$ cat src/rtl/contract_retire_tracker.sv
// contract_retire_tracker: shadows an N-stage pipeline and emits contract observables at retirement,
// buffering retired records in a ready/valid trace FIFO with sticky overflow and a retirement counter.
module contract_retire_tracker #(
   parameter int STAGES      = 2,
   parameter int XLEN        = 32,
   parameter int MEM_STAGE   = 1,
   parameter int TRACE_DEPTH = 4,
   parameter int CNT_W       = 32
) (
   input  logic              clock,
   input  logic              reset,
   input  logic              if_valid,
   input  logic [XLEN-1:0]   if_pc,
   input  logic [31:0]       if_instr,
   input  logic              stall,
   input  logic [STAGES-1:0] kill,
   input  logic              mem_val,
   input  logic [XLEN-1:0]   mem_addr,
   output logic              retire_valid,
   output logic [XLEN-1:0]   pc_retire,
   output logic [31:0]       instr_ctr,
   output logic [XLEN-1:0]   dmem_addr_ctr,
   output logic [XLEN-1:0]   exe_reg_pc,
   output logic              trc_valid,
   input  logic              trc_ready,
   output logic [XLEN-1:0]   trc_pc,
   output logic [31:0]       trc_instr,
   output logic [XLEN-1:0]   trc_addr,
   output logic              trc_overflow,
   output logic [CNT_W-1:0]  retire_count
);
   localparam int AW = $clog2(TRACE_DEPTH);
   logic [STAGES-1:0] v_q, v_d;
   logic [XLEN-1:0]   pc_q [STAGES];
   logic [XLEN-1:0]   pc_d [STAGES];
   logic [31:0]       ins_q [STAGES];
   logic [31:0]       ins_d [STAGES];
   logic [XLEN-1:0]   adr_q [STAGES];
   logic [XLEN-1:0]   adr_d [STAGES];
   logic              rv_q, rv_d, ovf_q, ovf_d;
   logic [XLEN-1:0]   prt_q, prt_d, dctr_q, dctr_d;
   logic [31:0]       ictr_q, ictr_d;
   logic [CNT_W-1:0]  cnt_q, cnt_d;
   logic [AW:0]       wp_q, wp_d, rp_q, rp_d;
   logic [XLEN-1:0]   fpc_q [TRACE_DEPTH];
   logic [31:0]       fins_q [TRACE_DEPTH];
   logic [XLEN-1:0]   fadr_q [TRACE_DEPTH];
   logic              ret, full, empty, pop, push;
   logic [XLEN-1:0]   mem_sel, ret_addr;

   assign mem_sel  = mem_val ? mem_addr : '0;
   // when the memory stage is the last one, the address is still being computed as it retires
   assign ret_addr = (MEM_STAGE == STAGES - 1) ? mem_sel : adr_q[STAGES-1];
   assign ret      = ~stall & v_q[STAGES-1] & ~kill[STAGES-1];
   assign full     = (wp_q ^ rp_q) == {1'b1, {AW{1'b0}}};
   assign empty    = wp_q == rp_q;
   assign pop      = ~empty & trc_ready;
   assign push     = ret & (~full | pop);

   always_comb begin
      v_d[0]   = stall ? v_q[0] & ~kill[0] : if_valid & ~kill[0];
      pc_d[0]  = stall ? pc_q[0] : if_pc;
      ins_d[0] = stall ? ins_q[0] : if_instr;
      adr_d[0] = stall ? adr_q[0] : '0;
      for (int i = 1; i < STAGES; i++) begin
         v_d[i]   = stall ? v_q[i] & ~kill[i] : v_q[i-1] & ~kill[i-1];
         pc_d[i]  = stall ? pc_q[i] : pc_q[i-1];
         ins_d[i] = stall ? ins_q[i] : ins_q[i-1];
         adr_d[i] = stall ? adr_q[i] : (i - 1 == MEM_STAGE) ? mem_sel : adr_q[i-1];
      end
      rv_d   = ret;
      prt_d  = ret ? pc_q[STAGES-1] : prt_q;
      ictr_d = ret ? ins_q[STAGES-1] : ictr_q;
      dctr_d = ret ? ret_addr : dctr_q;
      cnt_d  = cnt_q + CNT_W'(ret);
      ovf_d  = ovf_q | (ret & full & ~pop);
      wp_d   = wp_q + (AW+1)'(push);
      rp_d   = rp_q + (AW+1)'(pop);
   end

   always_ff @(posedge clock or negedge reset) begin
      if (!reset) begin
         v_q    <= '0;
         rv_q   <= 1'b0;
         prt_q  <= '0;
         ictr_q <= '0;
         dctr_q <= '0;
         cnt_q  <= '0;
         ovf_q  <= 1'b0;
         wp_q   <= '0;
         rp_q   <= '0;
         for (int i = 0; i < STAGES; i++) begin
            pc_q[i]  <= '0;
            ins_q[i] <= '0;
            adr_q[i] <= '0;
         end
         for (int i = 0; i < TRACE_DEPTH; i++) begin
            fpc_q[i]  <= '0;
            fins_q[i] <= '0;
            fadr_q[i] <= '0;
         end
      end else begin
         v_q    <= v_d;
         rv_q   <= rv_d;
         prt_q  <= prt_d;
         ictr_q <= ictr_d;
         dctr_q <= dctr_d;
         cnt_q  <= cnt_d;
         ovf_q  <= ovf_d;
         wp_q   <= wp_d;
         rp_q   <= rp_d;
         for (int i = 0; i < STAGES; i++) begin
            pc_q[i]  <= pc_d[i];
            ins_q[i] <= ins_d[i];
            adr_q[i] <= adr_d[i];
         end
         if (push) begin
            fpc_q[wp_q[AW-1:0]]  <= pc_q[STAGES-1];
            fins_q[wp_q[AW-1:0]] <= ins_q[STAGES-1];
            fadr_q[wp_q[AW-1:0]] <= ret_addr;
         end
      end
   end

   assign retire_valid  = rv_q;
   assign pc_retire     = prt_q;
   assign instr_ctr     = ictr_q;
   assign dmem_addr_ctr = dctr_q;
   assign exe_reg_pc    = pc_q[1];
   assign trc_valid     = ~empty;
   assign trc_pc        = fpc_q[rp_q[AW-1:0]];
   assign trc_instr     = fins_q[rp_q[AW-1:0]];
   assign trc_addr      = fadr_q[rp_q[AW-1:0]];
   assign trc_overflow  = ovf_q;
   assign retire_count  = cnt_q;
endmodule

$ cat config.mk
export PLATFORM = sky130hd
export DESIGN_NAME = contract_retire_tracker
export DESIGN_NICKNAME = d
export VERILOG_FILES = /design/src/rtl/contract_retire_tracker.sv
export SDC_FILE = /design/constraint.sdc
export NUM_CORES = 1
export LEC_CHECK = 0
export BUFFER_PORTS_ARGS = -buffer_cell sky130_fd_sc_hd__clkbuf_2
export CORE_AREA = 4 4 284 286
export DETAILED_ROUTE_END_ITERATION = 8
export DIE_AREA = 0 0 288 290
export HOLD_SLACK_MARGIN = 0.12
export PLACE_DENSITY = 0.63
export SLEW_MARGIN = 20
export SYNTH_ARGS = -nofsm -noshare
export SYNTH_HDL_FRONTEND = slang
export SYNTH_SLANG_ARGS = --single-unit
export TNS_END_PERCENT = 10
$ cat constraint.sdc
create_clock -name clock -period 4.45 [get_ports clock]
set_clock_uncertainty 0.2 [all_clocks]
set_input_delay 0.6675 -clock clock [delete_from_list [all_inputs] [get_ports clock]]
set_output_delay 0.6675 -clock clock [all_outputs]
set_load 0.02 [all_outputs]
Word-level counts from Yosys, hierarchy flattened
Index checks and enable logic that the tools add are counted.
{"block": "word_totals", "reg_bits": 650, "in_bits": 104, "output_inout_bits": 259, "elab_cells": 71}
{"block": "classes", "addsub": 3, "magnitude_cmp": 3, "n_eq_ne": 2, "mux": 17, "bitwise": 20, "reduce_logical": 1}
{"operator": "bitwise mux 128 bit", "n": 3}
{"operator": "two-way mux 32 bit", "n": 8}
{"operator": "binary-select mux 32 bit (select 2 bit)", "n": 3}
{"operator": "demux 32 bit (select 2 bit)", "n": 1}
{"operator": "adder 32 x 1 -> 32 bit", "n": 1}
{"operator": "AND 1 bit", "n": 9}
{"operator": "adder 3 x 1 -> 3 bit", "n": 2}
{"operator": ">= comparator 3 bit (second input constant)", "n": 2}
{"operator": "NOT 1 bit", "n": 6}
{"operator": "NOT 2 -> 3 bit", "n": 2}
{"operator": "== test 3 bit", "n": 1}
{"operator": "== test 3 bit (second input constant)", "n": 1}
{"operator": "< comparator 3 x 1 -> 1 bit (second input constant)", "n": 1}
{"operator": "bitwise XOR 3 bit", "n": 1}
{"operator": "two-way mux 1 bit", "n": 2}
{"operator": "OR 1 bit", "n": 2}
{"operator": "logical AND 1 bit", "n": 1}

Logic depth before layout (Yosys ltp)
Gate-level depths: netlist of run 1.
{"block": "logic_depth", "depth_word": 6, "mapped_depth": 12, "depth_no_buf": 8}

Worst setup path before layout of run 1
OpenSTA, ideal clock, no wires.
{"block": "synth_timing", "path_type": "input-to-reg", "startpoint": "in stall", "endpoint": "reg cnt_q[27], in the netlist retire_count[27]", "setup_ns": 0.129, "t_arrival_ns": 2.987, "t_required_ns": 4.121, "setup_slack_ns": 1.134, "path_stages": 10, "n_path_buf": 3, "path_cell_list": "clkbuf_1 > or3b_1 > buf_2 > inv_4 > clkbuf_1 > ha_1 > nand3_1 > nor4_1 > nand4_1 > xnor2_1"}
{"block": "synth_via", "elab_chain_len": 4}
{"item": "start: declaration", "line_no": "15", "source": "input logic stall,"}
{"item": "NOT 1 bit", "line_no": "54", "source": "assign ret = ~stall & v_q[STAGES-1] & ~kill[STAGES-1];"}
{"item": "AND 1 bit (2 in a row)", "line_no": "54"}
{"item": "named net ret", "line_no": "48", "source": "logic ret, full, empty, pop, push;"}
{"item": "adder 32 x 1 -> 32 bit", "line_no": "75", "source": "cnt_d = cnt_q + CNT_W'(ret);"}
{"item": "named net cnt_d[27]", "line_no": "43", "source": "logic [CNT_W-1:0] cnt_q, cnt_d;"}
{"item": "end signal: assignment", "line_no": "108", "source": "cnt_q <= cnt_d;"}
{"item": "end: declaration", "line_no": "43"}
The timed path passes the listed nets, and every way through them passes these cells.
A chain may end at the register's enable or synchronous reset.

Worst setup path after layout of run 1
{"block": "layout_timing", "startpoint": "reg rp_q[1]", "endpoint": "out trc_addr[0]"}
{"block": "layout_via", "elab_chain_len": 4}
{"item": "start: declaration", "line_no": "44", "source": "logic [AW:0] wp_q, wp_d, rp_q, rp_d;"}
{"item": "start signal: assignment", "line_no": "111", "source": "rp_q <= rp_d;"}
{"item": "NOT 2 -> 3 bit (not written as such)", "line_no": "133", "source": "assign trc_addr = fadr_q[rp_q[AW-1:0]];"}
{"item": "binary-select mux 32 bit (select 2 bit)", "line_no": "133"}
{"item": "two-way mux 32 bit (not written as such) (2 in a row)", "line_no": "133"}
{"item": "end: declaration", "line_no": "28", "source": "output logic [XLEN-1:0] trc_addr,"}
No other way between the ends. The select of a mux whose other input is x is not followed.

==> results of run 1 <==
==> worst paths after layout <==
kind | end | slack, ns | start
worst max-delay path | trc_addr[0] | 0.84 | rp_q[1]
worst min-delay path | pc_retire[19] | 0.27 | pc_retire[19]
worst max register to register | fins_q[113] | 0.93 | rp_q[1]
worst min register to register | pc_retire[19] | 0.27 | pc_retire[19]
max in group asynchronous | fpc_q[43] | 2.31 | reset
min in group asynchronous | fadr_q[35] | 0.52 | reset
==> timing repair <==
action,CTS,global route
endpoints found under the hold margin,141,0
hold buffers,67,0
gates resized for setup,0,0
==> report_power, final <==
part	total (W)	switching, W	internal, W
combinational	0.00329	0.00180	0.00149
sequential	0.00722	0.000577	0.00664
clock	0.00596	0.00237	0.00359
==> layout make-up <==
cell class	instances	area, sq um
fill	7150	45300
clock inverter	22	297
clock buffer	98	2090
timing repair buffer	460	2840
inverter	4	17.5
tap	1050	1310
multi-input combinational	1036	10200
antenna	3	7.51
sequential	650	16300
==> layout by cell type (no fill, tap or decap), types with 2 or more instances in the layout <==
cell,n
dfrtp_1,648
mux2_2,460
clkbuf_2,360
nand2_1,295
mux4_2,96
clkbuf_16,73
dlygate4sd3_1,67
mux2_4,40
and2_1,34
xnor2_1,23
buf_4,22
clkbuf_8,17
nand3_1,16
xor2_1,12
mux2_1,12
nand4_1,11
buf_12,9
nor2_1,8
clkinv_2,8
clkbuf_1,8
ha_1,6
and3_1,5
bufinv_16,5
diode_2,3
inv_1,3
nor3_1,3
inv_6,3
nor4_1,2
nor3b_4,2
clkinv_8,2
dfrtp_4,2
==> per-stage QoR <==
stage	cell area, sq um	std cells
after detailed placement	29900	3133
final	33000	3323
after floorplan	27100	1825
after global routing	33000	3320
after global placement	29900	3133
after CTS	33000	3320
==> sequential cells by signal, summed over array words and instances, names as in the netlist <==
signal	count
trc_overflow	1
wp_q	3
pc_retire	32
dmem_addr_ctr	32
exe_reg_pc	32
retire_count	32
pc_q	32
rp_q	3
ins_q	64
fins_q	128
fpc_q	128
instr_ctr	32
fadr_q	128
retire_valid	1
v_q	2
==> tightest hold or removal path: cells and delay by family, from the launching register on <==
family | cells | cell delay, ns
flops | 1 | 0.34
simple gates | 2 | 0.10
==> logic make-up (layout without fill, tap and decap cells) <==
kind of cell	count (synthesis)	in the layout	share of synthesized area
AND/OR/NAND/NOR	383	383	0.0601
AO/OA/AOI/OAI	3	3	0.00111
multiplexers	609	609	0.298
adder cells (fa/ha/maj)	6	6	0.00277
other	0	3	0
XOR/XNOR	35	35	0.0113
buffers and inverters	139	584	0.0276
flip-flops	650	650	0.599
==> layer usage <==
| metal | wire, microns | up-vias | track usage | share of wire |
|---|---|---|---|---|
| met3 | 3610 | 104 | 0.0350 | 0.055 |
| met5 | 41 | - | 0 | 0.00063 |
| met1 | 28200 | 8412 | 0.206 | 0.43 |
| li1 | - | 7174 | - | - |
| met4 | 1860 | 6 | 0.0551 | 0.028 |
| met2 | 31800 | 353 | 0.262 | 0.49 |
==> flow_metrics.tcl, run 1 <==
set metrics [dict create \
    grt_pass1_wl_microns 104000 \
    pre_cts_ws_ns 0.932 \
    synth_area_leaders "dfrtp_1 (60%), mux2_2 (19%), mux4_2 (8.0%)" \
    drive_above_1_share 0.490 \
    place.gp.congestion 0.752 \
    coreArea_sq_um 78400 \
    clkSinkCount 650 \
    fp-row-count 103 \
    finalPower_w 0.0165 \
    drt-initial-drc-count 655 \
    drc 0 \
    fin_ws_ns 0.841 \
    min_path_cells 2 \
    fin_setup_tns_ns 0 \
    syn_area_sq_um 27100 \
    clk_transition_reported_paths_ns 0.06 \
    cts_tree "built" \
    crit_path_top_delay_cell "dfrtp_4" \
    setup_violations 0 \
    ys_seq_elements 650 \
    synth.largest_area_cell "dfrtp_1" \
    yosysWarnings 0 \
    crit_buf_inv 2 \
    rr_worst_depth 5 \
    synth_ff_type "dfrtp_1" \
    grt_pass1_vias 17980 \
    track_usage 0.158 \
    first_pass_iters 4 \
    wl_per_cell_microns 19.7 \
    rsz0062_at_grt "false" \
    area_growth_pct 21.6 \
    fin_nets 2334 \
    fp.dieArea_sq_um 83500 \
    status "complete, no violations" \
    clockRootBuffer "clkbuf_16" \
    hold_class "register to register" \
    yosys.cell_types.count 33 \
    slowest_delay_ns 0.78 \
    fp.dieW_microns 288 \
    worstMarginPinSlew_ns 1.01 \
    routed_via_density 4.83 \
    crit_family "buffers and inverters" \
    cts_max_level 3 \
    power.leakage_nw 16.4 \
    cts_buffers 72 \
    finalMaxSlewViolations 0 \
    start_kind "register" \
    clock.fmax_ghz 0.277 \
    critPathArrivalTime_ns 2.74 \
    antenna_left 0 \
    final-hold-violation-count 0 \
    syn-mean-instance-area_sq_um 14.9 \
    cts_buffer_depth 3 \
    layout_min_cycle_time_ns 3.61 \
    finalCritPeriodShare 0.811 \
    dp_hpwl_microns 41700 \
    wl_microns 65500 \
    critPathKind "register to output port" \
    final_core_util 0.421 \
    syn_inst 1825 \
    ios 363 \
    clk-insertion-delay-late_ns 0.60 \
    required_ns 3.58 \
    start_util 0.346 \
    yosys-top-cells-count "dfrtp_1 (650), mux2_2 (460), nand2_1 (295)" \
    yosysSeqAreaShare 0.599 \
    synth-async-reset-ratio 1.00 \
    post_cts_buffers 0 \
    syn_nets 1935 \
    yosysMostFrequentCell "dfrtp_1" \
    power_density_nw_per_um2 499 \
    port_buffers 362 \
    grt_max_degree 114 \
    synth_edf_count 0 \
    antenna_found_initial 7 \
    crit_cells 3 \
    die_y_microns 290 \
    end_kind "output port" \
    synth_top_area_frac 0.599 \
    cp_cell_sequence "buf_4 -> mux4_2 -> clkbuf_2" \
    num_vias 16049 \
    maxCapViolCount 0 \
    peakVddDrop_mv 0.464 \
    hold_slack_ns 0.273 \
    max_slew_margin 0.318 \
    grt_remaining_overflow 0 \
    worstPathMaxFanout 40 \
]
Note: power is estimated with default switching activity, not from simulation.
==> run 2, diff against run 1 <==
==> constraint.sdc (replaced) <==
create_clock -name clock -period 3.8 [get_ports clock]
set_clock_uncertainty 0.2 [all_clocks]
set_input_delay 0.57 -clock clock [delete_from_list [all_inputs] [get_ports clock]]
set_output_delay 0.57 -clock clock [all_outputs]
set_load 0.02 [all_outputs]
==> run 2 against run 1 <==
Net effect: flip-flop and latch count is the same; worst hold slack lost 0.098 ns; power grew 18%; setup slack lost 0.43 ns; final area grew 0.90%.
==> flow_metrics.tcl, run 2 (synthesis results as in run 1) <==
set metrics [dict create \
    status "complete, no violations" \
    startpoint "rp_q[0]" \
    finalMaxSlewViolations 0 \
    required_ns 3.03 \
    p_clk_frac 0.365 \
    crit_buf_inv 2 \
    coreArea_sq_um 78400 \
    drt-initial-drc-count 682 \
    final_cell_mix "dfrtp_1 (648), mux2_2 (460), clkbuf_2 (360), nand2_1 (295), mux4_2 (96)" \
    num_vias 16184 \
    finalPower_w 0.0195 \
    wl_microns 67000 \
    post-route-cell-area_sq_um 33300 \
    cts_max_level 3 \
    hold_class "input port to register" \
    clk_transition_reported_paths_ns 0.06 \
    fp.dieW_microns 288 \
    rr_endpoint "fadr_q[86]" \
    die_y_microns 290 \
    p_int_w 0.0138 \
    crit_cells 3 \
    slowest_delay_ns 0.63 \
    fin_setup_tns_ns 0 \
    cts_buffer_depth 3 \
    worstPathMaxFanout 62 \
    critPathKind "register to output port" \
    maxCapViolCount 0 \
    fin_cells 3346 \
    end_kind "output port" \
    largest_registers "fadr_q (128), fins_q (128), fpc_q (128)" \
    track_usage 0.162 \
    finalCritPeriodShare 0.891 \
    switching_share 0.293 \
    final_common_cell "dfrtp_1" \
    grt_pass1_vias 18139 \
    p_sw_w 0.00571 \
    grt_remaining_overflow 0 \
    clock.fmax_ghz 0.295 \
    area_growth_pct 22.7 \
    clkSinkCount 650 \
    clockRootBuffer "clkbuf_16" \
    peakVddDrop_mv 0.425 \
    cp_cell_sequence "buf_12 -> mux4_2 -> clkbuf_2" \
    placed_area_sq_um 30200 \
    fin_nets 2349 \
    fp-row-count 103 \
    power.leakage_nw 16.6 \
    combPwrFrac 0.202 \
    drive_above_1_share 0.492 \
    drc 0 \
    start_util 0.346 \
    grt_pass1_wl_microns 106000 \
    power_density_nw_per_um2 585 \
    cts_tree "built" \
    critPathArrivalTime_ns 2.62 \
    dp.cells 3147 \
    antenna_found_initial 1 \
    max_slew_margin 0.360 \
    wl_per_cell_microns 20.0 \
    start_kind "register" \
    rr_worst_depth 7 \
    first_pass_iters 5 \
    crit_family "buffers and inverters" \
    worstMarginPinSlew_ns 0.951 \
    ios 363 \
    dp_hpwl_microns 42600 \
    r2r_start "v_q[1]" \
    final-hold-violation-count 0 \
    routed_via_density 4.84 \
    fp.dieArea_sq_um 83500 \
    antenna_left 0 \
    setup_violations 0 \
    crit_path_top_delay_cell "mux4_2" \
    endpoint "trc_instr[30]" \
    cts_buffers 73 \
    layout_min_cycle_time_ns 3.39 \
    rsz0062_at_grt "false" \
    nFillCells 7181 \
    grt_max_degree 99 \
    clk-insertion-delay-late_ns 0.61 \
    r2r_slack_ns 0.93 \
    place.gp.congestion 0.751 \
    port_buffers 362 \
    seqPwrFrac 0.433 \
]
-- run 2: cell count changes in the layout (fill, tap and decap cells not counted), sizes merged --
cell / previous run / this run
buf: 33 / 47
clkinv: 11 / 18
clkinvlp: 1 / 3
inv: 9 / 7
diode: 3 / 1
clkbuf: 458 / 462
-- run 2: how the worst min path moves through the flow --
| stage | startpoint | endpoint | slack [ns] | cells after the start |
|---|---|---|---|---|
| floorplan | reset | dmem_addr_ctr[0] | 0.07 | 0 |
| global placement | dmem_addr_ctr[15] | dmem_addr_ctr[15] | 0.26 | 2 |
| detailed placement | dmem_addr_ctr[7] | dmem_addr_ctr[7] | 0.26 | 2 |
| CTS | mem_addr[14] | dmem_addr_ctr[14] | 0.13 | 4 |
| global route | mem_addr[27] | dmem_addr_ctr[27] | 0.16 | 4 |
| finish | mem_addr[16] | dmem_addr_ctr[16] | 0.17 | 4 |
-- run 2: power by group through the flow --
| stage | registers [W] | logic (W) | clock network, W |
|---|---|---|---|
| 3_3_place_gp | 0.00849 | 0.00392 | 0 |
| 4_1_cts | 0.00845 | 0.00404 | 0.00738 |
| 6_report | 0.00844 | 0.00393 | 0.00711 |
| 3_5_place_dp | 0.00856 | 0.00398 | 0 |
| 5_1_grt | 0.00855 | 0.00426 | 0.00766 |
| 2_1_floorplan | 0.00855 | 0.00248 | 0 |
-- run 2: tightest hold or removal path, cell delays in order --
cell	delay [ns]
clkbuf_2	0.07
and2_1	0.19
nand2_1	0.07
nand2_1	0.05
-- run 2: repair_timing --
action | CTS | global route
endpoints found under the hold margin | 143 | 0
resized for setup | 0 | 0
setup buffers | 0 | 0
hold buffers | 67 | 0
-- run 2: cell type report --
cell class                      instances  area (sq um)  share of cell area
Timing Repair Buffer                  474          3070              0.0923
Multi-Input combinational cell       1036         10200               0.305
Clock inverter                         29           388              0.0116
Clock buffer                          102          2080              0.0624
Sequential cell                       650         16300               0.489
Inverter                                4          17.5            0.000526
Tap cell                             1050          1310              0.0394
Antenna cell                            1          2.50           0.0000751
-- run 2: routing by layer --
layer / up-vias / wire length [microns] / global-route usage
met5: - / 0 / 0
met4: 0 / 1600 / 0.0487
met3: 99 / 3400 / 0.0324
li1: 7210 / - / -
met2: 371 / 33300 / 0.271
met1: 8504 / 28700 / 0.213
-- run 2: through the flow --
stage / hold WS, ns / worst slack (ns) / util
2_1_floorplan: 0.0744 / 0.582 / -
3_3_place_gp: 0.256 / 0.701 / 0.385
3_5_place_dp: 0.262 / 0.672 / 0.385
4_1_cts: 0.125 / 0.291 / 0.425
5_1_grt: 0.157 / 0.245 / 0.425
6_report: 0.175 / 0.413 / 0.425
